==> src/rtl/tsc_load_decoder.sv <==
`default_nettype none
// ============================================================================
//  Module   : tsc_load_decoder
//  Purpose  : Recovers the 8 key bits carried on the replicated 64-bit TSC
//             load vector. Each lane is majority-voted and unmasked with the
//             aligned lfsr_counter bit. Signed saturating votes accumulate
//             over a window, then the key and confidence are reported.
//  Revision : 1.0 - initial release
// ============================================================================
module tsc_load_decoder #(
  parameter int WINDOW = 16,
  parameter int CONF_W = 5,
  parameter int THRESH = 4
) (
  input  logic        clk,
  input  logic        rst,
  input  logic        start,
  input  logic [63:0] load,
  input  logic [19:0] counter,
  input  logic        load_valid,
  output logic        busy,
  output logic        done,
  output logic [7:0]  key_out,
  output logic [7:0]  key_conf,
  output logic [7:0]  tie_cnt
);

  typedef enum logic [1:0] {
    S_IDLE   = 2'd0,
    S_ACCUM  = 2'd1,
    S_REPORT = 2'd2
  } state_t;

  localparam logic [7:0]               C_WINDOW_M1 = 8'(WINDOW - 1);
  localparam logic [CONF_W-1:0]        C_THRESH    = CONF_W'(THRESH);
  localparam logic signed [CONF_W:0]   C_SAT_POS   = $signed((CONF_W+1)'((1 << (CONF_W - 1)) - 1));
  localparam logic signed [CONF_W:0]   C_SAT_NEG   = -C_SAT_POS;

  state_t                    r_state;
  state_t                    w_state_nxt;
  logic signed [CONF_W-1:0]  r_acc [8];
  logic signed [CONF_W-1:0]  w_acc_nxt [8];
  logic [7:0]                r_cnt;
  logic [7:0]                r_ties;
  logic [7:0]                w_tie;
  logic [3:0]                w_tie_lanes;
  logic [8:0]                w_ties_sum;
  logic [7:0]                w_ties_nxt;
  logic                      w_accept;
  logic                      w_clear;
  logic                      w_last;

  // Eight-bit population count used for the per-lane majority vote.
  function automatic logic [3:0] popcount8(input logic [7:0] v);
    logic [3:0] n;
    n = '0;
    for (int b = 0; b < 8; b++) begin
      n = n + {3'b000, v[b]};
    end
    return n;
  endfunction

  // A start outside REPORT always opens a fresh window and swallows that cycle's sample.
  assign w_clear  = start && (r_state != S_REPORT);
  assign w_accept = (r_state == S_ACCUM) && load_valid && !start;
  assign w_last   = (r_cnt == C_WINDOW_M1);
  assign busy     = (r_state != S_IDLE);

  // Per-lane decode: majority vote, unmask with counter bit, saturating accumulate.
  for (genvar i = 0; i < 8; i++) begin : g_lane
    logic [3:0]               w_pop;
    logic                     w_bit;
    logic signed [CONF_W:0]   w_vote;
    logic signed [CONF_W:0]   w_sum;

    assign w_pop    = popcount8(load[8*i +: 8]);
    assign w_tie[i] = (w_pop == 4'd4);
    assign w_bit    = (w_pop >= 4'd5) ^ counter[i];
    assign w_vote   = w_tie[i] ? '0 : (w_bit ? (CONF_W+1)'(1) : {(CONF_W+1){1'b1}});
    assign w_sum    = {r_acc[i][CONF_W-1], r_acc[i]} + w_vote;

    // Clamp the widened sum to the symmetric range so the accumulator never wraps.
    always_comb begin
      w_acc_nxt[i] = w_sum[CONF_W-1:0];
      if (w_sum > C_SAT_POS) begin
        w_acc_nxt[i] = C_SAT_POS[CONF_W-1:0];
      end else if (w_sum < C_SAT_NEG) begin
        w_acc_nxt[i] = C_SAT_NEG[CONF_W-1:0];
      end
    end
  end

  // Count tied lanes in this sample and add to the window total, saturating at 255.
  always_comb begin
    w_tie_lanes = '0;
    for (int i = 0; i < 8; i++) begin
      w_tie_lanes = w_tie_lanes + {3'b000, w_tie[i]};
    end
    w_ties_sum = {1'b0, r_ties} + {5'b00000, w_tie_lanes};
    w_ties_nxt = w_ties_sum[8] ? 8'hFF : w_ties_sum[7:0];
  end

  // Next-state logic: IDLE -> ACCUM on start, ACCUM -> REPORT on the last sample.
  always_comb begin
    w_state_nxt = r_state;
    case (r_state)
      S_IDLE:   if (start) w_state_nxt = S_ACCUM;
      S_ACCUM:  if (w_accept && w_last) w_state_nxt = S_REPORT;
      S_REPORT: w_state_nxt = S_IDLE;
      default:  w_state_nxt = S_IDLE;
    endcase
  end

  // State, accumulators and reported results.
  always_ff @(posedge clk) begin
    if (rst) begin
      r_state  <= S_IDLE;
      r_cnt    <= '0;
      r_ties   <= '0;
      done     <= 1'b0;
      key_out  <= '0;
      key_conf <= '0;
      tie_cnt  <= '0;
      for (int i = 0; i < 8; i++) begin
        r_acc[i] <= '0;
      end
    end else begin
      r_state <= w_state_nxt;
      done    <= 1'b0;
      if (w_clear) begin
        r_cnt  <= '0;
        r_ties <= '0;
        for (int i = 0; i < 8; i++) begin
          r_acc[i] <= '0;
        end
      end else if (w_accept) begin
        r_cnt  <= r_cnt + 8'd1;
        r_ties <= w_ties_nxt;
        for (int i = 0; i < 8; i++) begin
          r_acc[i] <= w_acc_nxt[i];
        end
      end
      if (r_state == S_REPORT) begin
        done    <= 1'b1;
        tie_cnt <= r_ties;
        for (int i = 0; i < 8; i++) begin
          key_out[i]  <= !r_acc[i][CONF_W-1] && (r_acc[i] != '0);
          key_conf[i] <= ((r_acc[i][CONF_W-1] ? -r_acc[i] : r_acc[i]) >= C_THRESH);
        end
      end
    end
  end

endmodule
`default_nettype wire

==> config.mk <==
export PLATFORM = sky130hd
export DESIGN_NAME = tsc_load_decoder
export DESIGN_NICKNAME = d
export VERILOG_FILES = /design/src/rtl/tsc_load_decoder.sv
export SDC_FILE = /design/constraint.sdc
export NUM_CORES = 1
export LEC_CHECK = 0
export BUFFER_PORTS_ARGS = -buffer_cell sky130_fd_sc_hd__buf_2
export CELL_PAD_IN_SITES_DETAIL_PLACEMENT = 0
export CELL_PAD_IN_SITES_GLOBAL_PLACEMENT = 1
export CORE_UTILIZATION = 35
export DETAILED_ROUTE_END_ITERATION = 8
export GPL_TIMING_DRIVEN = 0
export PLACE_DENSITY = 0.76
export SYNTH_ARGS = -nofsm -noshare
export SYNTH_HDL_FRONTEND = slang
export SYNTH_SLANG_ARGS = --single-unit
==> constraint.sdc <==
create_clock -name clk -period 14.7 [get_ports clk]
set_clock_uncertainty 0.1 [all_clocks]
set_input_delay 2.94 -clock clk [delete_from_list [all_inputs] [get_ports clk]]
set_output_delay 2.94 -clock clk [all_outputs]
set_load 0.05 [all_outputs]
=== Yosys cells after proc, flatten, opt, wreduce, memory -nomap -nowiden ===
Memories as Yosys holds them, arrays and structs flattened.
Cells that the tools add are included.

* Add/subtract/negate cells: 81
* Equal/unequal tests: 14
* Magnitude comparators: 32
* Bitwise logic cells: 24
* Reductions and logical operators: 33
* Mux-type cells: 70

{| class="wikitable"
|+ Operators with widths
! operator !! count
|-
| $mux 5 || 40
|-
| $add 4x1->4 || 36
|-
| $mux 6 || 16
|-
| $add 6x6->6 || 8
|-
| $gt 6x5->1 const B || 8
|-
| $lt 6x5->1 const B || 8
|-
| $ge 5x3->1 const B || 8
|-
| $neg 5->5 || 8
|-
| $reduce_bool 5->1 || 8
|-
| $add 3x1->4 || 9
|-
| $eq 4x3->1 const B || 8
|-
| $ge 4x3->1 const B || 8
|-
| $add 2x1->3 || 9
|-
| $add 1x1->2 || 9
|-
| $or 1x1->1 || 16
|-
| $logic_and 1x1->1 || 12
|-
| $mux 1 || 10
|-
| $add 8x4->9 || 1
|-
| $logic_not 1->1 || 9
|-
| $add 8x1->8 const B || 1
|-
| $eq 8x4->1 const B || 1
|-
| $mux 8 || 1
|-
| $xor 1x1->1 || 8
|-
| $mux 2 || 2
|-
| other kinds (9) || 10
|}

* RAM bits: 40
* Output and inout port bits: 26
* Flip-flop bits (word level): 43
* Input bits: 88
* Word-level logic and storage cells: 262
* Memories kept: 1

{| class="wikitable"
|+ Memory list
! name !! words !! bits a word !! rd ports !! clocked after memory_dff !! write ports !! RTL line !! source
|-
| r_acc || 8 || 5 || 8 || 0 || 8 || 41 || <nowiki>logic signed [CONF_W-1:0] r_acc [8];</nowiki>
|}

=== Logic depth before layout (Yosys ltp) ===
* Depth after elaboration: 17
* Gate-level depth with buffers: 24
* Depth with buffers taken out: 24

=== Least setup slack after synthesis ===
Ideal clock, no wire load.

* Kind: input to register
* From: input port load[0]
* To: register r_ties[6]
* Slack: 5.726 ns
* Library setup time: 0.124 ns
* Buffers on the path: 0
* Arrival: 8.751 ns
* Required time: 14.476 ns
* Stages on the path: 23
* Cells stage by stage: inv_1 -> fa_1 -> fa_1 -> fa_1 -> inv_1 -> ha_1 -> inv_1 -> fa_1 -> xnor2_1 -> or3b_2 -> inv_1 -> fa_1 -> inv_1 -> fa_1 -> fa_1 -> fa_1 -> fa_1 -> nor2b_1 -> o21ai_0 -> a21oi_1 -> nand2_1 -> nor4bb_1 -> nor3_1

* Longest elaborated chain between the ends: 17

{| class="wikitable"
|+ RTL lines
! item !! RTL line !! source
|-
| start: declaration || 18 || <nowiki>input logic [63:0] load,</nowiki>
|-
| $add 1x1->2 || 58 || <nowiki>n = n + {3'b000, v[b]};</nowiki>
|-
| $add 2x1->3 || 58 ||
|-
| $add 3x1->4 || 58 ||
|-
| $add 4x1->4 (4 in a row) || 58 ||
|-
| $eq 4x3->1 || 77 || <nowiki>assign w_tie[i] = (w_pop == 4'd4);</nowiki>
|-
| $add 1x1->2 || 97 || <nowiki>w_tie_lanes = w_tie_lanes + {3'b000, w_tie[i]};</nowiki>
|-
| $add 2x1->3 || 97 ||
|-
| $add 3x1->4 || 97 ||
|-
| $add 4x1->4 (4 in a row) || 97 ||
|-
| $add 8x4->9 || 99 || <nowiki>w_ties_sum = {1'b0, r_ties} + {5'b00000, w_tie_lanes};</nowiki>
|-
| $mux 8 || 100 || <nowiki>w_ties_nxt = w_ties_sum[8] ? 8'hFF : w_ties_sum[7:0];</nowiki>
|-
| end signal: assignment || 138 || <nowiki>r_ties <= w_ties_nxt;</nowiki>
|-
| end: declaration || 44 || <nowiki>logic [7:0] r_ties;</nowiki>
|}

Every way passes these cells.
A chain may end at the register's enable or synchronous reset.

=== Final worst setup path ===
Ends and elaborated chain as after synthesis.

==> impl_metrics.toml <==
[pwr]
p_total_uw = 889
power.density_mw_per_mm2 = 104
p_seq_share_pct = 28.5
power.switching_uw = 331
p_sw_share_pct = 37.3
clockPowerShare_pct = 24.6
leakage_uw = 0.00386
ir_worst_vdd_v = 0.0000641
comb_power_share_pct = 46.9
power.internal_uw = 558

[floorplanning]
rows = 52
die_h_um = 148
num_io_pins = 114
start_util_pct = 36.2
core_mm2 = 0.0205
fp.dieArea_mm2 = 0.0218
die-width_um = 148

[worst_setup_path]
worstSetupEndpointType = "register"
slowest_delay_ns = 0.55
rr_endpoint = "r_ties[6]"
cp_data_required_time_ns = 14.82
crit_path_max_fanout = 5
crit_type = "in2reg"
r2r-start = "r_ties[0]"
slowest_stage = "fa_1"
start_kind = "primary input"
rrSetupSlack_ns = 10.70
cpLargestDelayFamily = "adder cells"
path_common_cell = "fa_1"
worstPathBufferInverterCount = 6
worstPathArrival_ns = 9.32
path_cells = "buf_2, inv_1, fa_1, fa_1, fa_1, inv_1, ha_1, inv_1, fa_1, xnor2_1, or3b_2, inv_1, fa_1, inv_1, fa_1, fa_1, fa_1, fa_1, nor2b_1, o21ai_0, a21oi_1, nand2_1, nor4bb_1, nor3_1"
r2r_cells = 12

[timing]
finalMaxSlewViolations = 0
tns_ns = 0
post-route-min-period_ns = 9.20
setup_violations = 0
hold_viol_final = 0
worst_pin_slew_ns = 0.825
max-slew-margin-rel_pct = 45.0
rsz0062_at_grt = "false"
finalCritPeriodShare_pct = 62.6
fmax_mhz = 109

[detailed_routing]
viasPerCell = 5.03
drc = 0
drt_iter0_drc = 284
postRouteWirelength_um = 16800
num_vias = 6317
postRouteAntennaNets = 0
wl_per_cell_um = 13.4
firstDrtPassIters = 4

[layout]
drive_gt1_share_pct = 14.6
final_nets = 1162
area_delta_synth_final_pct = 15.1
antenna_cells_inserted = 0
utilization_pct = 41.6
filler_cell_count = 2026

[hold_path]
min_from = "tie_cnt[3]"
hold_end = "tie_cnt[3]"
hp-class = "reg2reg"
hold_path_depth = 2

[synthesis]
syn_nets = 1051
synthDistinctLibCells = 84
synth_enable_flop_cells = 35
synth_seq_cells = 83
yosys_warnings = 0
synth.yosys.seq_area_share_pct = 27.1
syn_area_per_cell_um2 = 8.52
synth_flop_cell = "dfxtp_1"
synth_area_mm2 = 0.00741
synthCells = 870
async_flop_share_pct = 0

[clock_network]
clkSlewWorstSetupHoldPaths_ns = 0.06
cts_tree = "built"
clkSinkCount = 83
insertion_delay_ns = 0.34
cts_resized = 0
cts_inserted_buffers = 9
clockRootBuffer = "clkbuf_16"
cts_max_path_buffers = 2
htree_levels = 3
postCtsHoldBufs = 0
cts_setup_buffers = 0

[placement]
dp_hpwl_um = 13100
io_buffers = 100
gp_congestion = 0.805

[global_routing]
grt_max_degree = 16
antenna_found_initial = 0
gr-total-overflow = 0
grt_pass1_vias = 5923
grtUsageTotal_pct = 15.9
grt_pass1_wl_um = 28000

[outcome]
status = "finished, final reports clean"

[flow_run]
maxCapViolCount = 0
flip-flops by register name, indices dropped and copies added, names as in the netlist:
register / cells
tie_cnt: 8
key_out: 8
r_acc: 40
done: 1
key_conf: 8
r_state: 2
r_ties: 8
r_cnt: 8
cell families (layout without fill, tap and decap cells):
family                   Yosys count  after routing  share of synthesized area [%]
adder cells (fa/ha/maj)           97             97                           20.1
multiplexers                      19             19                           2.58
AND/OR/NAND/NOR                  266            266                           17.9
buffers and inverters            164            280                           8.66
flip-flops                        83             83                           27.1
XOR/XNOR                          42             42                           5.07
AO/OA/AOI/OAI                    199            199                           18.6
layout make-up:
cell class	count	area, um^2	area share, %
buffer	34	154	1.80
clock buffer	15	278	3.26
clock inverter	1	6.26	0.0733
inverter	130	488	5.72
multi-input combinational	623	4760	55.7
sequential	83	2010	23.6
tap	270	338	3.96
timing repair buffer	100	500	5.87
cells in the mapped netlist, types with 4 or more instances:
library cell / number / area, um^2
inv_1: 130 / 488
nor2_1: 76 / 285
nand2_1: 58 / 218
a21oi_1: 55 / 275
ha_1: 55 / 688
dfxtp_1: 48 / 961
fa_1: 38 / 761
edfxtp_1: 35 / 1050
o21ai_0: 33 / 165
nand3_1: 27 / 135
clkbuf_1: 26 / 97.6
xnor2_1: 25 / 219
nor3_1: 24 / 120
mux2i_1: 18 / 180
xor2_1: 16 / 140
a211oi_1: 13 / 97.6
a21o_1: 11 / 82.6
nand2b_1: 11 / 68.8
nor2b_1: 10 / 62.6
o22ai_1: 9 / 56.3
nor3b_1: 8 / 60.1
nor4_1: 8 / 50.1
or3_1: 8 / 50.1
and3_1: 7 / 43.8
o31ai_1: 7 / 52.6
o211ai_1: 6 / 45.0
a311oi_1: 5 / 43.8
and2_1: 5 / 31.3
nand4_1: 5 / 31.3
o2111ai_1: 5 / 43.8
a31o_2: 4 / 35.0
maj3_1: 4 / 40.0
or3b_1: 4 / 35.0
worst max path at each step:
| stage | from | end | slack [ns] | cells past startpoint |
|---|---|---|---|---|
| final | load[0] | r_ties[6] | 5.50 | 24 |
| after CTS | load[16] | r_ties[6] | 5.50 | 24 |
| after global routing | load[16] | r_ties[6] | 5.08 | 24 |
| after global placement | load[16] | r_ties[6] | 5.14 | 24 |
| after detailed placement | load[16] | r_ties[6] | 5.15 | 24 |
| after floorplan | load[0] | r_ties[6] | 5.73 | 23 |
cell usage in the layout (no fill, tap or decap), types with 24 or more instances in the layout:
cell and instances:
inv_1 130, clkbuf_1 29, nor2_1 76, o21ai_0 33, nor3_1 24, buf_2 100, ha_1 55, a21oi_1 55
edfxtp_1 35, nand3_1 27, nand2_1 58, dfxtp_1 48, xnor2_1 25, fa_1 38
power groups by stage:
stage          logic, uW  clock network, uW  registers (uW)
2_1_floorplan        332                  0             256
3_3_place_gp         411                  0             258
3_5_place_dp         416                  0             258
4_1_cts              419                224             253
5_1_grt              475                232             254
6_report             416                219             253
worst register-to-register path, delay by kind of cell, from the launching register on:
kind	cells	cell delay (ns)
and+or+nand+nor	4	0.60
buffers and inverters	1	0.05
DFF	1	0.34
adders and majority gates	5	2.33
AOI/OAI and AO/OA	2	0.46
through the flow:
stage	setup slack, ns	instances	hold slack [ns]	instance area, um^2
detailed placement	5.15	1240	0.348	8250
CTS	5.50	1256	0.356	8530
global placement	5.14	1240	0.342	8250
global route	5.08	1256	0.373	8530
finish	5.50	1256	0.352	8530
floorplan	5.73	870	0.346	7410
routing by layer:
| layer | routed length, um | up-vias | global-route usage (%) | part of all wire, % |
|---|---|---|---|---|
| met2 | 7900 | 115 | 26.5 | 47 |
| met4 | 380 | 0 | 5.31 | 2.3 |
| met5 | 0 | - | 0 | 0 |
| met3 | 528 | 27 | 2.62 | 3.1 |
| li1 | - | 3250 | - | - |
| met1 | 8030 | 2925 | 20.8 | 48 |
(Power assumes the default switching activity.)
